--- src/rtl/alu_issue_ctrl_if.sv ---
// Port bundle between the issue stage, alu_issue_ctrl and the combinational ALU.
// slave is the controller's view; master is the environment (issue, ALU, consumer).
interface alu_issue_ctrl_if #(
   parameter int unsigned CTR_W = 12
) ();
   logic             req_valid;
   logic             req_ready;
   logic [3:0]       req_op;
   logic [7:0]       req_a;
   logic [7:0]       req_b;
   logic [CTR_W-1:0] req_ctr;
   logic             clr_carry;

   logic [3:0]       ALUOp;
   logic [7:0]       inA;
   logic [7:0]       inB;
   logic             shiftcarry_in;
   logic [CTR_W-1:0] reg_file_ctr;
   logic [7:0]       rslt;
   logic             shiftcarry_out;
   logic             branchFlag;
   logic [CTR_W-1:0] alu_ctr;

   logic             rsp_valid;
   logic             rsp_ready;
   logic [7:0]       rsp_rslt;
   logic             rsp_branch;
   logic             rsp_carry;
   logic [CTR_W-1:0] rsp_ctr;
   logic             tag_err;

   modport slave (
      input  req_valid, req_op, req_a, req_b, req_ctr, clr_carry,
      input  rslt, shiftcarry_out, branchFlag, alu_ctr, rsp_ready,
      output req_ready, ALUOp, inA, inB, shiftcarry_in, reg_file_ctr,
      output rsp_valid, rsp_rslt, rsp_branch, rsp_carry, rsp_ctr, tag_err
   );

   modport master (
      output req_valid, req_op, req_a, req_b, req_ctr, clr_carry,
      output rslt, shiftcarry_out, branchFlag, alu_ctr, rsp_ready,
      input  req_ready, ALUOp, inA, inB, shiftcarry_in, reg_file_ctr,
      input  rsp_valid, rsp_rslt, rsp_branch, rsp_carry, rsp_ctr, tag_err
   );
endinterface

--- src/rtl/alu_issue_ctrl.sv ---
// Issue controller for the combinational ALU: latches one request onto the ALU
// ports, waits SETTLE edges, captures the results and holds them as a response.
module alu_issue_ctrl #(
   parameter int unsigned SETTLE = 1,
   parameter int unsigned CTR_W  = 12
) (
   input  logic              clk,
   input  logic              rst_n,
   alu_issue_ctrl_if.slave   bus
);

   localparam logic [1:0] ST_IDLE  = 2'd0;
   localparam logic [1:0] ST_DRIVE = 2'd1;
   localparam logic [1:0] ST_RESP  = 2'd2;
   localparam logic [3:0] CNT_INIT = 4'(SETTLE - 1);

   function automatic logic tag_mismatch(input logic [CTR_W-1:0] sent,
                                         input logic [CTR_W-1:0] back);
      return (sent != back);
   endfunction

   logic [1:0]       state_r;
   logic [1:0]       state_nxt_s;
   logic [3:0]       cnt_r;
   logic             accept_s;
   logic             capture_s;
   logic             req_ready_r;
   logic             rsp_valid_r;

   logic [3:0]       alu_op_r;
   logic [7:0]       in_a_r;
   logic [7:0]       in_b_r;
   logic [CTR_W-1:0] ctr_r;
   logic             carry_r;

   logic [7:0]       rsp_rslt_r;
   logic             rsp_branch_r;
   logic             rsp_carry_r;
   logic [CTR_W-1:0] rsp_ctr_r;
   logic             tag_err_r;

   // Next-state decode plus the accept and capture strobes.
   always_comb begin
      state_nxt_s = state_r;
      accept_s    = 1'b0;
      capture_s   = 1'b0;
      case (state_r)
         ST_IDLE: begin
            if (bus.req_valid) begin
               accept_s    = 1'b1;
               state_nxt_s = ST_DRIVE;
            end else begin
               state_nxt_s = ST_IDLE;
            end
         end
         ST_DRIVE: begin
            if (cnt_r == 4'd0) begin
               capture_s   = 1'b1;
               state_nxt_s = ST_RESP;
            end else begin
               state_nxt_s = ST_DRIVE;
            end
         end
         ST_RESP: begin
            if (bus.rsp_ready) begin
               state_nxt_s = ST_IDLE;
            end else begin
               state_nxt_s = ST_RESP;
            end
         end
         default: begin
            state_nxt_s = ST_IDLE;
         end
      endcase
   end

   // State register; handshake flags are derived from the next state so they are flops.
   always_ff @(posedge clk or negedge rst_n) begin
      if (!rst_n) begin
         state_r     <= ST_IDLE;
         req_ready_r <= 1'b1;
         rsp_valid_r <= 1'b0;
      end else begin
         state_r     <= state_nxt_s;
         req_ready_r <= (state_nxt_s == ST_IDLE);
         rsp_valid_r <= (state_nxt_s == ST_RESP);
      end
   end

   // Settle counter: loaded on accept, counts down while the ALU inputs are held.
   always_ff @(posedge clk or negedge rst_n) begin
      if (!rst_n) begin
         cnt_r <= 4'd0;
      end else if (accept_s) begin
         cnt_r <= CNT_INIT;
      end else if ((state_r == ST_DRIVE) && (cnt_r != 4'd0)) begin
         cnt_r <= cnt_r - 4'd1;
      end else begin
         cnt_r <= cnt_r;
      end
   end

   // ALU operand registers change only on an accept edge.
   always_ff @(posedge clk or negedge rst_n) begin
      if (!rst_n) begin
         alu_op_r <= 4'd0;
         in_a_r   <= 8'd0;
         in_b_r   <= 8'd0;
         ctr_r    <= '0;
      end else if (accept_s) begin
         alu_op_r <= bus.req_op;
         in_a_r   <= bus.req_a;
         in_b_r   <= bus.req_b;
         ctr_r    <= bus.req_ctr;
      end else begin
         alu_op_r <= alu_op_r;
         in_a_r   <= in_a_r;
         in_b_r   <= in_b_r;
         ctr_r    <= ctr_r;
      end
   end

   // Response capture at the end of the settle window.
   always_ff @(posedge clk or negedge rst_n) begin
      if (!rst_n) begin
         rsp_rslt_r   <= 8'd0;
         rsp_branch_r <= 1'b0;
         rsp_carry_r  <= 1'b0;
         rsp_ctr_r    <= '0;
      end else if (capture_s) begin
         rsp_rslt_r   <= bus.rslt;
         rsp_branch_r <= bus.branchFlag;
         rsp_carry_r  <= bus.shiftcarry_out;
         rsp_ctr_r    <= bus.alu_ctr;
      end else begin
         rsp_rslt_r   <= rsp_rslt_r;
         rsp_branch_r <= rsp_branch_r;
         rsp_carry_r  <= rsp_carry_r;
         rsp_ctr_r    <= rsp_ctr_r;
      end
   end

   // Architectural carry flag; a clear on the capture edge beats the new carry.
   always_ff @(posedge clk or negedge rst_n) begin
      if (!rst_n) begin
         carry_r <= 1'b0;
      end else if (bus.clr_carry) begin
         carry_r <= 1'b0;
      end else if (capture_s) begin
         carry_r <= bus.shiftcarry_out;
      end else begin
         carry_r <= carry_r;
      end
   end

   // Sticky tag error: the tag returned by the ALU must match the one sent.
   always_ff @(posedge clk or negedge rst_n) begin
      if (!rst_n) begin
         tag_err_r <= 1'b0;
      end else if (capture_s && tag_mismatch(ctr_r, bus.alu_ctr)) begin
         tag_err_r <= 1'b1;
      end else begin
         tag_err_r <= tag_err_r;
      end
   end

   assign bus.req_ready     = req_ready_r;
   assign bus.rsp_valid     = rsp_valid_r;
   assign bus.ALUOp         = alu_op_r;
   assign bus.inA           = in_a_r;
   assign bus.inB           = in_b_r;
   assign bus.reg_file_ctr  = ctr_r;
   assign bus.shiftcarry_in = carry_r;
   assign bus.rsp_rslt      = rsp_rslt_r;
   assign bus.rsp_branch    = rsp_branch_r;
   assign bus.rsp_carry     = rsp_carry_r;
   assign bus.rsp_ctr       = rsp_ctr_r;
   assign bus.tag_err       = tag_err_r;

endmodule

--- src/flat_wrapper.sv ---
// flat-port wrapper written by rule: the top's interface ports become plain ports
module alu_issue_ctrl_flat 
#(
   parameter int unsigned SETTLE = 1,
   parameter int unsigned CTR_W  = 12
)
  (clk, rst_n, bus_req_valid, bus_req_op, bus_req_a, bus_req_b, bus_req_ctr, bus_clr_carry, bus_rslt, bus_shiftcarry_out, bus_branchFlag, bus_alu_ctr, bus_rsp_ready, bus_req_ready, bus_ALUOp, bus_inA, bus_inB, bus_shiftcarry_in, bus_reg_file_ctr, bus_rsp_valid, bus_rsp_rslt, bus_rsp_branch, bus_rsp_carry, bus_rsp_ctr, bus_tag_err);
  alu_issue_ctrl_if #(.CTR_W(CTR_W)) bus_i ();
  input  logic clk;
  input  logic rst_n;
  input wire logic [$bits(bus_i.req_valid)-1:0] bus_req_valid;
  input wire logic [$bits(bus_i.req_op)-1:0] bus_req_op;
  input wire logic [$bits(bus_i.req_a)-1:0] bus_req_a;
  input wire logic [$bits(bus_i.req_b)-1:0] bus_req_b;
  input wire logic [$bits(bus_i.req_ctr)-1:0] bus_req_ctr;
  input wire logic [$bits(bus_i.clr_carry)-1:0] bus_clr_carry;
  input wire logic [$bits(bus_i.rslt)-1:0] bus_rslt;
  input wire logic [$bits(bus_i.shiftcarry_out)-1:0] bus_shiftcarry_out;
  input wire logic [$bits(bus_i.branchFlag)-1:0] bus_branchFlag;
  input wire logic [$bits(bus_i.alu_ctr)-1:0] bus_alu_ctr;
  input wire logic [$bits(bus_i.rsp_ready)-1:0] bus_rsp_ready;
  output wire logic [$bits(bus_i.req_ready)-1:0] bus_req_ready;
  output wire logic [$bits(bus_i.ALUOp)-1:0] bus_ALUOp;
  output wire logic [$bits(bus_i.inA)-1:0] bus_inA;
  output wire logic [$bits(bus_i.inB)-1:0] bus_inB;
  output wire logic [$bits(bus_i.shiftcarry_in)-1:0] bus_shiftcarry_in;
  output wire logic [$bits(bus_i.reg_file_ctr)-1:0] bus_reg_file_ctr;
  output wire logic [$bits(bus_i.rsp_valid)-1:0] bus_rsp_valid;
  output wire logic [$bits(bus_i.rsp_rslt)-1:0] bus_rsp_rslt;
  output wire logic [$bits(bus_i.rsp_branch)-1:0] bus_rsp_branch;
  output wire logic [$bits(bus_i.rsp_carry)-1:0] bus_rsp_carry;
  output wire logic [$bits(bus_i.rsp_ctr)-1:0] bus_rsp_ctr;
  output wire logic [$bits(bus_i.tag_err)-1:0] bus_tag_err;
  assign bus_i.req_valid = bus_req_valid;
  assign bus_i.req_op = bus_req_op;
  assign bus_i.req_a = bus_req_a;
  assign bus_i.req_b = bus_req_b;
  assign bus_i.req_ctr = bus_req_ctr;
  assign bus_i.clr_carry = bus_clr_carry;
  assign bus_i.rslt = bus_rslt;
  assign bus_i.shiftcarry_out = bus_shiftcarry_out;
  assign bus_i.branchFlag = bus_branchFlag;
  assign bus_i.alu_ctr = bus_alu_ctr;
  assign bus_i.rsp_ready = bus_rsp_ready;
  assign bus_req_ready = bus_i.req_ready;
  assign bus_ALUOp = bus_i.ALUOp;
  assign bus_inA = bus_i.inA;
  assign bus_inB = bus_i.inB;
  assign bus_shiftcarry_in = bus_i.shiftcarry_in;
  assign bus_reg_file_ctr = bus_i.reg_file_ctr;
  assign bus_rsp_valid = bus_i.rsp_valid;
  assign bus_rsp_rslt = bus_i.rsp_rslt;
  assign bus_rsp_branch = bus_i.rsp_branch;
  assign bus_rsp_carry = bus_i.rsp_carry;
  assign bus_rsp_ctr = bus_i.rsp_ctr;
  assign bus_tag_err = bus_i.tag_err;
  alu_issue_ctrl #(.SETTLE(SETTLE), .CTR_W(CTR_W)) u_core (.clk(clk), .rst_n(rst_n), .bus(bus_i));
endmodule
--- config.mk ---
export PLATFORM = sky130hd
export DESIGN_NAME = alu_issue_ctrl_flat
export DESIGN_NICKNAME = d
export VERILOG_FILES = /design/src/rtl/alu_issue_ctrl_if.sv /design/src/rtl/alu_issue_ctrl.sv /design/src/flat_wrapper.sv
export SDC_FILE = /design/constraint.sdc
export NUM_CORES = 1
export LEC_CHECK = 0
export CAP_MARGIN = 20
export CORE_MARGIN = 5
export CORE_UTILIZATION = 45
export DETAILED_ROUTE_END_ITERATION = 6
export PLACE_DENSITY_LB_ADDON = 0.2
export SLEW_MARGIN = 20
export SYNTH_ARGS = -nofsm -noshare
export SYNTH_HDL_FRONTEND = slang
export SYNTH_SLANG_ARGS = --single-unit
--- constraint.sdc ---
create_clock -name clk -period 4.1 [get_ports clk]
set_input_delay 0.82 -clock clk [delete_from_list [all_inputs] [get_ports clk]]
set_output_delay 0.82 -clock clk [all_outputs]
set_load 0.01 [all_outputs]
==> metrics.md, run 1 <==
| Metric | Value |
|---|---|
| Status | complete, no violations |
| Sequential Power Share | 36.1% |
| Arr. time, crit path | 1.38 ns |
| Met3 GRT Util | under 10% |
| Num CTS Buffers | 9 |
| DR iter-0 viols | 45 |
| Routed via count | approximately 1,800 |
| Buf+Inv Stages, Crit Path | 1 |
| CTS H-tree depth | 3 |
| Critical Path Max Stage Delay | 0.54 ns |
| Synth async-reset ratio | 100.0% |
| Pwr Density | 785.3 nW/um^2 |
| I/O Buffers | about 120 |
| Routed Antenna Nets | 0 |
| Post-DP HPWL | 4497 um |
| Period utilisation layout | a little over half |
| RSZ-0062 raised after global routing | no |
| RD Place Congestion | around 0.72 |
| EDFF count, synth | 0 |
| Syn_nets | 232 |
| Cell internal pwr | 2172 uW |
| Initial antenna violation count | 0 |
| CTS tree | yes |
| Die Span Y | between 80 and 90 um |
| Worst reg2reg path endpoint | u_core.bus.rsp_rslt[6] |
| Logic pwr share | about half |
| Clk pin slew, worst setup/hold paths | 0.07 ns |
| Top cells by area, synth | dfrtp_1, mux2_2, mux2_4, xnor2_1, dfstp_2 |
| Origin of the critical flop-to-flop path | u_core.cnt_r[0] |
| Depth of the worst hold-timing path | 1 |
| Share of layout cells above drive strength 1 | 25.17% |
| Delay-heaviest family, CP | buffers and inverters |
| Grt ovf | 0 |
| Starting Density | 45.42% |
| Post-synth top area share | between 50 and 60% |
| DIE WIDTH | slightly below 90 um |
| Endpoints failing setup | 0 |
| Worst path required time | ~3.3 ns |
| Critical path class | flop to primary output |
| Slew @ Worst Pin | slightly below 0.9 ns |
| Vias in the first global route | 1,969 |
| Total GRT Usage | 17.07% |
| Crit-path max FO | 1 |
| Postcts setup bufs | 0 |
| NetSw | slightly below 1000 uW |
| Hold Violations, Final | 0 |
| Post-synthesis sequential area ratio | between 60% and 70% |
| CP Cell Sequence | clkdlybuf4s50_1 |
| # DRC | 0 |
| Nets | 354 |
| # IOs | roughly 120 |
| Clock power share | 14.7% |
| Core area | about 5800 um^2 |
| Slew HR | about two fifths |
| Leading area contributor after synthesis | dfrtp_1 |
| Resized Gates After CTS | 0 |
| WL final | 6105 um |
| Max Cap Viol | 0 |
| Busiest grt layer | met2 |
| Hold Crit Class | flop to flop |
| Die area | between 7000 and 8000 um^2 |
| Clk_lat worst skew | around 0.33 ns |
| Largest net degree at the start of global routing | between 40 and 50 |
| First-pass GRT wire length | slightly below 10,000 um |
| Clock sinks | 64 |
| Clock Skew | 0.009211 ns |
| Mapped Cells | 171 |
| Maximum root-to-sink buffer count | 2 |
| Number of diodes | 0 |
| Top cells by count, synth | dfrtp_1, mux2_2, mux2_4 |
| Fin Setup TNS | 0 ns |
| GR Util met2 | 25.52% |
| Row count | 28 |
| Hold_sp | u_core.bus.tag_err |
| Vias per cell | roughly 4.7 |
| Post-synthesis register bit count | between 60 and 70 |
| Fmax | about 0.46 GHz |
| Worst r2r path cells | 5 |
| Fin crit period | between 2 and 2.5 ns |
| Min-Delay Endpoint | u_core.bus.tag_err |
| PnR worst setup slack | ~1.9 ns |
| Flop-to-flop setup slack | between 2 and 2.5 ns |
| Max Slew Vio Count | 0 |
| Most frequent cell after synthesis | dfrtp_1 |
| Sw frac | between 30% and 40% |
| Root buffer selected by CTS | clkbuf_8 |
| Area grow syn2layout | 52.20% |
| Mean post-synth cell area | around 15 um^2 |
| Filler Cell Count | roughly 440 |
| Leak pwr | roughly 0.0017 uW |
| Slowest CP cell | clkdlybuf4s50_1 |
| First-pass DRT Iterations | 3 |
| Pre-CTS setup slack | around 1.7 ns |
| Setup crit end kind | primary output |
| Hold buffers post-CTS | 0 |
| Drt wl/cell | between 15 and 20 um |
| Crit start category | flop |
| Synthesized area | between 2000 and 3000 um^2 |
| Yosys cell types | 25 |
| Count of warnings emitted by yosys | 0 |
| Maximum vdd ir drop | around 380 uV |
| Most used flip-flop cell after synthesis | dfrtp_1 |
| Met1 usage | 22.19% |
[power by group through the flow]
stage,Sequential [uW],Combinational (uW),Clock [uW]
floorplan,1270,693,0
global placement,1140,1540,0
detailed placement,1150,1570,0
CTS,1140,1580,477
global route,1190,1670,516
finish,1140,1550,465
[how the worst max path moves through the flow]
stage / startpoint / to / cells past startpoint
global placement: bus_req_valid / u_core.bus.reg_file_ctr[11] / 4
CTS: u_core.bus.req_ready / bus_req_ready / 1
detailed placement: bus_req_valid / u_core.bus.inB[2] / 4
finish: u_core.bus.req_ready / bus_req_ready / 1
floorplan: bus_req_valid / u_core.bus.ALUOp[0] / 4
global route: u_core.bus.req_ready / bus_req_ready / 1
[area by class of cell]
class	instances	area [um^2]	area share [%]
multi-input combinational	98	979.7	24.37
clock inverter	4	20.02	0.4980
sequential	64	1603	39.87
tap	75	93.84	2.334
timing repair buffer	118	1171	29.13
clock buffer	12	145.1	3.610
inverter	2	7.507	0.1867
[cell families after synthesis]
group	synth area share, %
adders and majority gates	0.9473
xor gates and xnor gates	4.642
and+or+nand+nor	4.974
muxes	25.68
AOI/OAI and AO/OA	0.6633
buffers and inverters	2.415
DFF	60.68
[metal layers]
metal / vias up / routed length [um]
met5: - / 0
met4: 0 / 91
met3: 9 / 643
met2: 78 / 2692
met1: 843 / 2677
li1: 835 / -
[placed cells by master, fill, tap and decap left out, drive strengths merged]
cell type and count:
nor3 2, nand2b 2, mux2 54, o21ai 2
mux2i 1, inv 2, nor2 6, xor2 2
clkdlybuf4s50 115, and2b 1, clkbuf 12, xnor2 12
o21bai 1, dfrtp 63, nor3b 1, nand2 5
or3b 1, nand4 3, dfstp 1, clkinv 4
buf 3, ha 2, nand3 3
[metrics by stage]
| stage | power [uW] | utilization [%] | cells | hold slack [ns] | cell area (um^2) |
|---|---|---|---|---|---|
| finish | 3157 | 69.13 | 373 | 0.4898 | 4020 |
| global route | 3373 | 69.13 | 373 | 0.5225 | 4020 |
| CTS | 3202 | 69.13 | 373 | 0.4864 | 4020 |
| detailed placement | 2726 | 66.29 | 357 | 0.4683 | 3855 |
| global placement | 2684 | 66.29 | 357 | 0.4599 | 3855 |
| floorplan | 1965 | - | 171 | 0.4799 | 2641 |
[worst reg2reg max path: stages (launching register included)]
cell and delay (ns):
dfrtp_1 0.39, inv_1 0.12, ha_1 0.16, or3b_4 0.40, nand2b_4 0.37, mux2_4 0.40
[flip-flops by register name, indices dropped and copies added, names as in the netlist, 2 cells and up]
| register | count |
|---|---|
| u_core.bus.inA | 8 |
| u_core.bus.ALUOp | 4 |
| u_core.bus.rsp_rslt | 8 |
| u_core.state_r | 2 |
| u_core.cnt_r | 4 |
| u_core.bus.reg_file_ctr | 12 |
| u_core.bus.inB | 8 |
| u_core.bus.rsp_ctr | 12 |
No activity file was read; power rests on OpenSTA's default activity.
==> run 2, diff against run 1 <==
--- a/config.mk
+++ b/config.mk
@@ -7,7 +7,7 @@
 export LEC_CHECK = 0
 export CAP_MARGIN = 20
 export CORE_MARGIN = 5
-export CORE_UTILIZATION = 45
+export CORE_UTILIZATION = 38
 export DETAILED_ROUTE_END_ITERATION = 6
 export PLACE_DENSITY_LB_ADDON = 0.2
 export SLEW_MARGIN = 20
==> constraint.sdc (replaced) <==
create_clock -name clk -period 1.9 [get_ports clk]
set_input_delay 0.38 -clock clk [delete_from_list [all_inputs] [get_ports clk]]
set_output_delay 0.38 -clock clk [all_outputs]
set_load 0.01 [all_outputs]
==> run 2 against run 1 <==
  * Clock power increased to 2.7 times the previous value
  * Cell count rose by 6.7%
  * Via count rose by 0.40%
==> metrics.md, run 2 (synthesis results as in run 1) <==
| Metric | Value |
|---|---|
| # DRC | 0 |
| Flop-to-flop setup slack | between 0.09 and 0.1 ns |
| Routed via count | about 1,800 |
| Fin Setup TNS | 0 ns |
| Pwr Density | 1717 nW/um^2 |
| Met3 wire length | between 500 and 600 um |
| Setup crit end kind | flop |
| RSZ-0062 raised after global routing | no |
| Vias per cell | between 4 and 5 |
| Root buffer selected by CTS | clkbuf_8 |
| Delay-heaviest family, CP | simple AND/OR/NAND/NOR gates |
| Total GRT Usage | 14.67% |
| Cell count along the critical path | 6 |
| Clock Skew | about 0.0064 ns |
| Period utilisation layout | 94.91% |
| Met2 WL post-DR | 3080 um |
| DIE WIDTH | 93.37 um |
| Crit-path max FO | 12 |
| Vias in the first global route | 1,970 |
| Critical path capture point | u_core.bus.rsp_ctr[4] |
| Slew @ Worst Pin | 0.5455 ns |
| Status | complete, no violations |
| Endpoints failing setup | 0 |
| Clk pin slew, worst setup/hold paths | around 0.07 ns |
| Fin crit period | 1.803 ns |
| Buf+Inv Stages, Crit Path | 2 |
| Largest net degree at the start of global routing | 33 |
| Routed Antenna Nets | 0 |
| PnR worst setup slack | a little under 0.1 ns |
| Final non-filler cell total | ~400 |
| RD Place Congestion | between 0.7 and 0.8 |
| Max Cap Viol | 0 |
| Hold Violations, Final | 0 |
| Nets | between 300 and 400 |
| Die Span Y | between 90 and 100 um |
| Worst r2r path cells | 6 |
| Met1 WL | ~2600 um |
| Critical Path Max Stage Delay | around 0.4 ns |
| Commonest non-fill, non-tap cells in the layout | clkdlybuf4s50_1, dfrtp_1, mux2_2 |
| DR iter-0 viols | 32 |
| CP Cell Sequence | inv_1, ha_1, or3b_4, nand2b_4, buf_12, mux2_4 |
| Grt ovf | 0 |
| Area grow syn2layout | 58.83% |
| Slowest CP cell | or3b_4 |
| Hold buffers post-CTS | 0 |
| Slew HR | approximately 64% |
| I/O Buffers | around 120 |
| Fmax | 0.5545 GHz |
| Starting Density | around two fifths |
| Die area | between 8000 and 9000 um^2 |
| First-pass DRT Iterations | 3 |
| Post-DP HPWL | ~4700 um |
| Core area | approximately 6800 um^2 |
| Max Used Layer | met4 |
| Critical path class | flop to flop |
| Maximum root-to-sink buffer count | 2 |
| Max Slew Vio Count | 0 |
| Origin of the critical flop-to-flop path | u_core.cnt_r[0] |
| CTS H-tree depth | 3 |
| First-pass GRT wire length | approximately 10000 um |
| Row count | 30 |
| Share of layout cells above drive strength 1 | a little over a quarter |
| CTS tree | yes |
| # IOs | about 120 |
| Hold Crit Class | primary input to asynchronous set/reset pin |
| Drt wl/cell | ~16 um |
| Postcts setup bufs | 0 |
| Worst reg2reg path endpoint | u_core.bus.rsp_ctr[4] |
| Clk_lat worst skew | 0.32 ns |
| Clock sinks | 64 |
| Resized Gates After CTS | 0 |
| Leak pwr | roughly 0.0018 uW |
| Worst path required time | between 2 and 2.5 ns |
| Initial antenna violation count | 0 |
| Num CTS Buffers | 9 |
| Pre-CTS setup slack | around 0.045 ns |
| Most common cell after layout, fill and taps aside | clkdlybuf4s50_1 |
| Placed cells | roughly 380 |
| Arr. time, crit path | approximately 2.0 ns |
| WL final | a little over 6000 um |
| Maximum vdd ir drop | between 700 and 800 uV |
| Crit start category | flop |
| Beginning of the critical path | u_core.cnt_r[0] |
| Number of diodes | 0 |
## run 2: cell count changes in the layout (fill, tap and decap cells not counted), sizes merged
cell,delta
clkinvlp,+2
clkbuf,-1
buf,+4
bufinv,+2
clkinv,-3
## run 2: report_power, final
part           total [uW]  switching [uW]  internal, uW
Combinational        3460            1230          2220
Clock                1270             497           773
Sequential           2480             415          2060
## run 2: area by class of cell
class | instances | area, um^2
well taps | 96 | 120.1
clock buffers | 11 | 141.4
clock inverters | 5 | 80.08
fillers | 565 | 2599
flip-flops and latches | 64 | 1603
repair buffers | 122 | 1264
inverters | 2 | 7.507
multi-input cells | 98 | 979.7
## run 2: worst register-to-register path: stages, from the launching register on
cell and delay [ns]:
dfrtp_1 0.38, inv_1 0.11, ha_1 0.15, or3b_4 0.40, nand2b_4 0.18, buf_12 0.16
mux2_4 0.30
## run 2: routing by layer
layer / global-route usage (%) / vias to the layer above
li1: - / 842
met1: 17.98 / 861
met2: 23.23 / 67
met3: 5.149 / 2
met4: 6.593 / 0
met5: 0 / -
## run 2: worst min path at each step
stage	start	end	slack (ns)	cells past startpoint
5_1_grt	rst_n	u_core.bus.reg_file_ctr[5]	0.07	1
3_3_place_gp	rst_n	u_core.bus.reg_file_ctr[4]	0.40	1
6_report	rst_n	u_core.bus.reg_file_ctr[5]	0.03	1
2_1_floorplan	rst_n	u_core.bus.ALUOp[0]	0.08	0
3_5_place_dp	rst_n	u_core.bus.reg_file_ctr[5]	0.40	1
4_1_cts	rst_n	u_core.bus.reg_file_ctr[5]	0.04	1
## run 2: metrics by stage
step | total power (uW) | hold slack, ns | utilization [%] | area [um^2]
floorplan | 4240 | 0.08441 | - | 2641
global placement | 5952 | 0.4041 | 58.49 | 3974
detailed placement | 6005 | 0.4017 | 58.49 | 3974
CTS | 7333 | 0.03650 | 61.75 | 4195
global route | 7656 | 0.07479 | 61.75 | 4195
finish | 7201 | 0.03377 | 61.75 | 4195
